--- src/rtl/conv_layer_scheduler.sv ---
// rtl/conv_layer_scheduler.sv - walks a layer table in param SRAM, loads each descriptor,
// launches the conv engine per layer and ping-pongs its buffers, with watchdog and abort.
module conv_layer_scheduler #(
  parameter int PARAM_AW   = 10,
  parameter int MAX_LAYERS = 16,
  parameter int TIMEOUT    = 3000000
) (
  input  logic                clk,
  input  logic                rst,
  input  logic                start,
  input  logic                abort,
  output logic                param_en,
  output logic [PARAM_AW-1:0] param_addr,
  input  logic [31:0]         param_rdata,
  output logic                param_write,
  output logic [31:0]         param_wdata,
  output logic                conv_start,
  input  logic                conv_finish,
  output logic [31:0]         cfg0,
  output logic [31:0]         cfg1,
  output logic [31:0]         cfg2,
  output logic [31:0]         cfg3,
  output logic                buf_sel,
  output logic [7:0]          layer_idx,
  output logic                busy,
  output logic                done,
  output logic                err
);

  localparam int WD_W = $clog2(TIMEOUT + 1);

  typedef enum logic [2:0] {IDLE, HDR, HDR_W, DESC, LAUNCH, RUN, NEXT, FIN} state_t;
  state_t state, state_nxt;

  logic [2:0]      desc_cnt;
  logic [7:0]      num_layers;
  logic [WD_W-1:0] wd_cnt;
  logic            wd_expire;
  logic            hdr_empty;
  logic            hdr_big;
  logic            accept;
  logic [7:0]      idx_inc;

  assign param_write = 1'b0;
  assign param_wdata = '0;
  assign idx_inc     = layer_idx + 8'd1;
  // Expiry fires on the TIMEOUT-th RUN cycle of the layer.
  assign wd_expire   = (wd_cnt == WD_W'(TIMEOUT - 1));
  assign hdr_empty   = (param_rdata[7:0] == 8'd0);
  assign hdr_big     = (int'(param_rdata[7:0]) > MAX_LAYERS);
  assign accept      = (state == IDLE) && start && !abort;

  always_ff @(posedge clk) begin
    if (rst) state <= IDLE;
    else     state <= state_nxt;
  end

  always_comb begin
    state_nxt  = state;
    param_en   = 1'b0;
    param_addr = '0;
    case (state)
      IDLE:   if (accept) state_nxt = HDR;
      HDR: begin
        param_en  = 1'b1;
        state_nxt = HDR_W;
      end
      HDR_W:  state_nxt = (hdr_empty || hdr_big) ? FIN : DESC;
      // desc_cnt 0..3 issue reads; 1..4 capture the word returned a cycle later.
      DESC: begin
        if (desc_cnt != 3'd4) begin
          param_en   = 1'b1;
          param_addr = PARAM_AW'(1) + (PARAM_AW'(layer_idx) << 2) + PARAM_AW'(desc_cnt);
        end else begin
          state_nxt = LAUNCH;
        end
      end
      LAUNCH: state_nxt = RUN;
      RUN: begin
        if (conv_finish)    state_nxt = NEXT;
        else if (wd_expire) state_nxt = FIN;
      end
      NEXT:   state_nxt = (idx_inc == num_layers) ? FIN : DESC;
      FIN:    state_nxt = IDLE;
      default: state_nxt = IDLE;
    endcase
    if (abort && state != IDLE) state_nxt = IDLE;
    busy       = (state != IDLE);
    conv_start = (state == LAUNCH) && !abort;
    done       = (state == FIN) && !abort;
    if (rst) begin
      param_en   = 1'b0;
      param_addr = '0;
      busy       = 1'b0;
      conv_start = 1'b0;
      done       = 1'b0;
    end
  end

  always_ff @(posedge clk) begin
    if (rst) begin
      desc_cnt   <= 3'd0;
      num_layers <= 8'd0;
      wd_cnt     <= '0;
      cfg0       <= '0;
      cfg1       <= '0;
      cfg2       <= '0;
      cfg3       <= '0;
      buf_sel    <= 1'b0;
      layer_idx  <= 8'd0;
      err        <= 1'b0;
    end else begin
      desc_cnt <= 3'd0;
      if (accept) begin
        err       <= 1'b0;
        layer_idx <= 8'd0;
        buf_sel   <= 1'b0;
      end
      // An abort freezes all run context where it stands.
      if (!abort) begin
        case (state)
          HDR_W: begin
            num_layers <= param_rdata[7:0];
            if (hdr_big) err <= 1'b1;
          end
          DESC: begin
            desc_cnt <= desc_cnt + 3'd1;
            case (desc_cnt)
              3'd1:    cfg0 <= param_rdata;
              3'd2:    cfg1 <= param_rdata;
              3'd3:    cfg2 <= param_rdata;
              3'd4:    cfg3 <= param_rdata;
              default: ;
            endcase
          end
          LAUNCH: wd_cnt <= '0;
          RUN: begin
            if (wd_cnt != WD_W'(TIMEOUT)) wd_cnt <= wd_cnt + WD_W'(1);
            if (wd_expire && !conv_finish) err <= 1'b1;
          end
          NEXT: begin
            buf_sel   <= ~buf_sel;
            layer_idx <= idx_inc;
          end
          default: ;
        endcase
      end
    end
  end

endmodule

--- config.mk ---
export PLATFORM = sky130hd
export DESIGN_NAME = conv_layer_scheduler
export DESIGN_NICKNAME = d
export VERILOG_FILES = /design/src/rtl/conv_layer_scheduler.sv
export SDC_FILE = /design/constraint.sdc
export NUM_CORES = 1
export LEC_CHECK = 0
export CAP_MARGIN = 20
export CELL_PAD_IN_SITES_DETAIL_PLACEMENT = 0
export CELL_PAD_IN_SITES_GLOBAL_PLACEMENT = 2
export CORE_ASPECT_RATIO = 1.5
export CORE_MARGIN = 2
export CORE_UTILIZATION = 26
export DETAILED_ROUTE_END_ITERATION = 8
export PLACE_DENSITY = 0.78
export SLEW_MARGIN = 10
export SYNTH_ARGS = -nofsm -noshare
export SYNTH_HDL_FRONTEND = slang
export SYNTH_SLANG_ARGS = --single-unit
--- constraint.sdc ---
create_clock -name clk -period 2.5 [get_ports clk]
set_input_delay 0.375 -clock clk [delete_from_list [all_inputs] [get_ports clk]]
set_output_delay 0.375 -clock clk [all_outputs]
set_load 0.005 [all_outputs]
==> impl_metrics.json <==
{
  "start_util_pct": 26.23,
  "cp-start-kind": "flip-flop",
  "min_path_type": "input port to flip-flop",
  "end_kind": "output pin",
  "first_global_vias": 6591,
  "dieHeight_um": 209.0,
  "yosysSeqAreaShare_pct": 47.81,
  "slew_viol_final": 0,
  "crit_end": "param_addr[0]",
  "rows": 75,
  "worst_ep_required_time_ns": 2.12,
  "ctsRootBufferMaster": "clkbuf_16",
  "drt-vias-per-instance": 4.581,
  "synth-edff-count": 0,
  "grt_pass1_wl_mm": 38.37,
  "ir_drop_mv": 0.4424,
  "synth_largest_area_cell": "dfxtp_1",
  "power_density_mw_per_mm2": 581.1,
  "die_area_mm2": 0.02940,
  "p_switching_w": 0.001397,
  "synth-seq-cells": 174,
  "crit_type": "flip-flop to output pin",
  "critPathLaunch": "desc_cnt[1]",
  "drt_pass1_iterations": 4,
  "clk_latency_ns": 0.43,
  "r2r_slack_ns": 0.28,
  "rsz0062_at_grt": "no",
  "most-common-layout-cells": "nand2_1, clkdlybuf4s50_1, dfxtp_1",
  "status": "finished clean",
  "routabilityCongestion": 0.7519,
  "power.leakage_nw": 3.480,
  "slowest_delay_ns": 0.36,
  "synthCells": 939,
  "rr_worst_depth": 7,
  "clk_transition_reported_paths_ns": 0.07,
  "fin_crit_sh_pct": 96.70,
  "finalSetupViolations": 0,
  "worst_ep_arrival_time_ns": 2.04,
  "synth_top_area_share_pct": 47.81,
  "antenna_cells": 0,
  "route.detailed.drc": 0,
  "tns_ns": 0,
  "fin_crit_ns": 2.417,
  "synth_top_flop_cell": "dfxtp_1",
  "crit_chain": "inv_1 -> ha_2 -> nand2_1 -> nand2b_1 -> or2_4 -> buf_4 -> nor2_1 -> dlygate4sd2_1",
  "drtAntennaViolNets": 0,
  "synth_area_leaders": "dfxtp_1, nand2_1, a21oi_1",
  "io_buffers": 188,
  "cts_sinks": 174,
  "core_mm2": 0.02778,
  "layout-drive-gt1-share_pct": 9.130,
  "vias": 6853,
  "hpwlAfterDp_mm": 17.14,
  "cts_tree": "yes",
  "cap_violations": 0,
  "cts_made_buffers": 17,
  "placed_cell_area_mm2": 0.009633,
  "final_cells": 1496,
  "placed_cells": 1458,
  "worstMarginPinSlew_ns": 0.9685,
  "r2r-end": "wd_cnt[20]",
  "yosysUniqueCellTypes": 48,
  "fin_skew_ns": 0.007700,
  "io_pins": 222,
  "final_nets": 1185,
  "slew_headroom_pct": 35.44,
  "hold_viol_final": 0,
  "htree_levels": 4,
  "wl_per_cell_um": 16.81,
  "async_flop_share_pct": 0,
  "track_usage_pct": 16.99,
  "final_common_cell": "nand2_1",
  "cts.path.max_buffers": 2,
  "syn_area_mm2": 0.007286,
  "fmax_ghz": 0.4137,
  "cts_hold_repair.buffers": 0,
  "p_comb_share_pct": 6.5,
  "syn_area_per_cell_um2": 7.759,
  "final_area_mm2": 0.01035,
  "netSwitchingFraction_pct": 23.23,
  "p_seq_share_pct": 46.6,
  "grt_max_degree": 86,
  "crit_path_top_delay_cell": "dfxtp_2",
  "routed_wl_mm": 25.15,
  "dieWidth_um": 140.7,
  "antenna_found_initial": 1,
  "hold_ws_ns": 0.2503,
  "power.internal_w": 0.004616,
  "areaGrowthSynthToFinish_pct": 42.04,
  "r2r-start": "wd_cnt[0]",
  "grt.overflow.total": 0,
  "first_iter_violations": 251,
  "crit_path_max_fanout": 5,
  "yosys_warnings": 0,
  "p_clk_share_pct": 46.9
}
==> power groups by stage <==
stage               logic (W)  registers (W)  clock network [W]
global route         0.000423        0.00280            0.00302
CTS                  0.000390        0.00280            0.00289
floorplan            0.000216        0.00287                  0
detailed placement   0.000385        0.00286                  0
finish               0.000392        0.00280            0.00282
global placement     0.000385        0.00286                  0
==> cell usage after synthesis (2+ instances only) <==
cell type and count:
clkbuf_1 57, o21ai_0 12, nand2b_1 5, nor4_1 9
a21o_1 2, o31a_1 2, or3_1 8, nand3b_1 3
or2_2 2, and2_1 5, ha_1 9, nor2b_1 4
nor3_1 14, nand4_1 8, dfxtp_1 174, inv_1 13
xor2_1 11, a221oi_1 2, nand3_1 10, buf_2 2
and3_1 5, or4_1 2, or3_2 2, xnor2_1 25
and4_1 2, o31ai_1 3, buf_4 33, nor3b_2 2
nand2_1 292, a21oi_1 155, nor2_1 48, a31oi_1 2
==> metrics by stage <==
stage,power (W),setup WS [ns],utilization (%)
global placement,0.003249,0.1068,34.68
CTS,0.006084,-0.09388,37.20
detailed placement,0.003249,0.09985,34.68
floorplan,0.003081,0.3904,-
global route,0.006238,0.01474,37.26
finish,0.006013,0.08262,37.26
==> flip-flops by register name, indices dropped and copies added (netlist names) <==
signal and cells:
num_layers 8, cfg1 32, wd_cnt 22, cfg0 32, cfg2 32, desc_cnt 3, layer_idx 8, err 1
state 3, cfg3 32, buf_sel 1
==> layout make-up <==
class	instances	area, um2
well taps	346	432.9
fillers	2940	17430
repair buffers	240	2298
clock buffers	21	440.4
multi-input cells	693	3476
flip-flops and latches	174	3491
inverters	13	48.80
clock inverters	9	161.4
==> metal layers <==
layer | wire [um] | share of wire, % | up-vias | track usage (%)
met2 | 13200 | 52 | 169 | 30.68
met3 | 1239 | 4.9 | 24 | 4.239
met5 | 16 | 0.064 | - | 0
met1 | 10150 | 40 | 3240 | 19.32
li1 | - | - | 3418 | -
met4 | 541 | 2.2 | 2 | 5.966
==> what timing repair did <==
action,in CTS,in global routing
pin swaps,3,1
buffers inserted,6,1
gates cloned,1,0
endpoints found under the setup margin,11,2
resized for setup,24,2
==> worst min path at each step <==
stage,start,endpoint,slack (ns),depth (start not counted)
6_report,rst,err,0.25,2
5_1_grt,rst,err,0.24,2
4_1_cts,rst,err,0.22,2
3_5_place_dp,cfg0[4],cfg0[4],0.45,2
3_3_place_gp,cfg0[18],cfg0[18],0.44,2
2_1_floorplan,num_layers[1],num_layers[1],0.45,2
==> critical path: cells and delay by family, from the launching register on <==
family / cells / cell delay, ns
flops: 1 / 0.36
simple gates: 4 / 0.57
buf+inv: 3 / 0.48
fa+ha+maj: 1 / 0.19
==> logic make-up after synthesis <==
| family | after synthesis | share of synthesized area, % |
|---|---|---|
| AND/OR/NAND/NOR | 428 | 25.38 |
| flip-flops | 174 | 47.81 |
| AO/OA/AOI/OAI | 185 | 13.53 |
| other | 1 | 0.05147 |
| adder cells (fa/ha/maj) | 9 | 1.546 |
| XOR/XNOR | 36 | 4.328 |
| multiplexers | 1 | 0.2060 |
| buffers and inverters | 105 | 7.144 |
(Power assumes the default switching activity.)
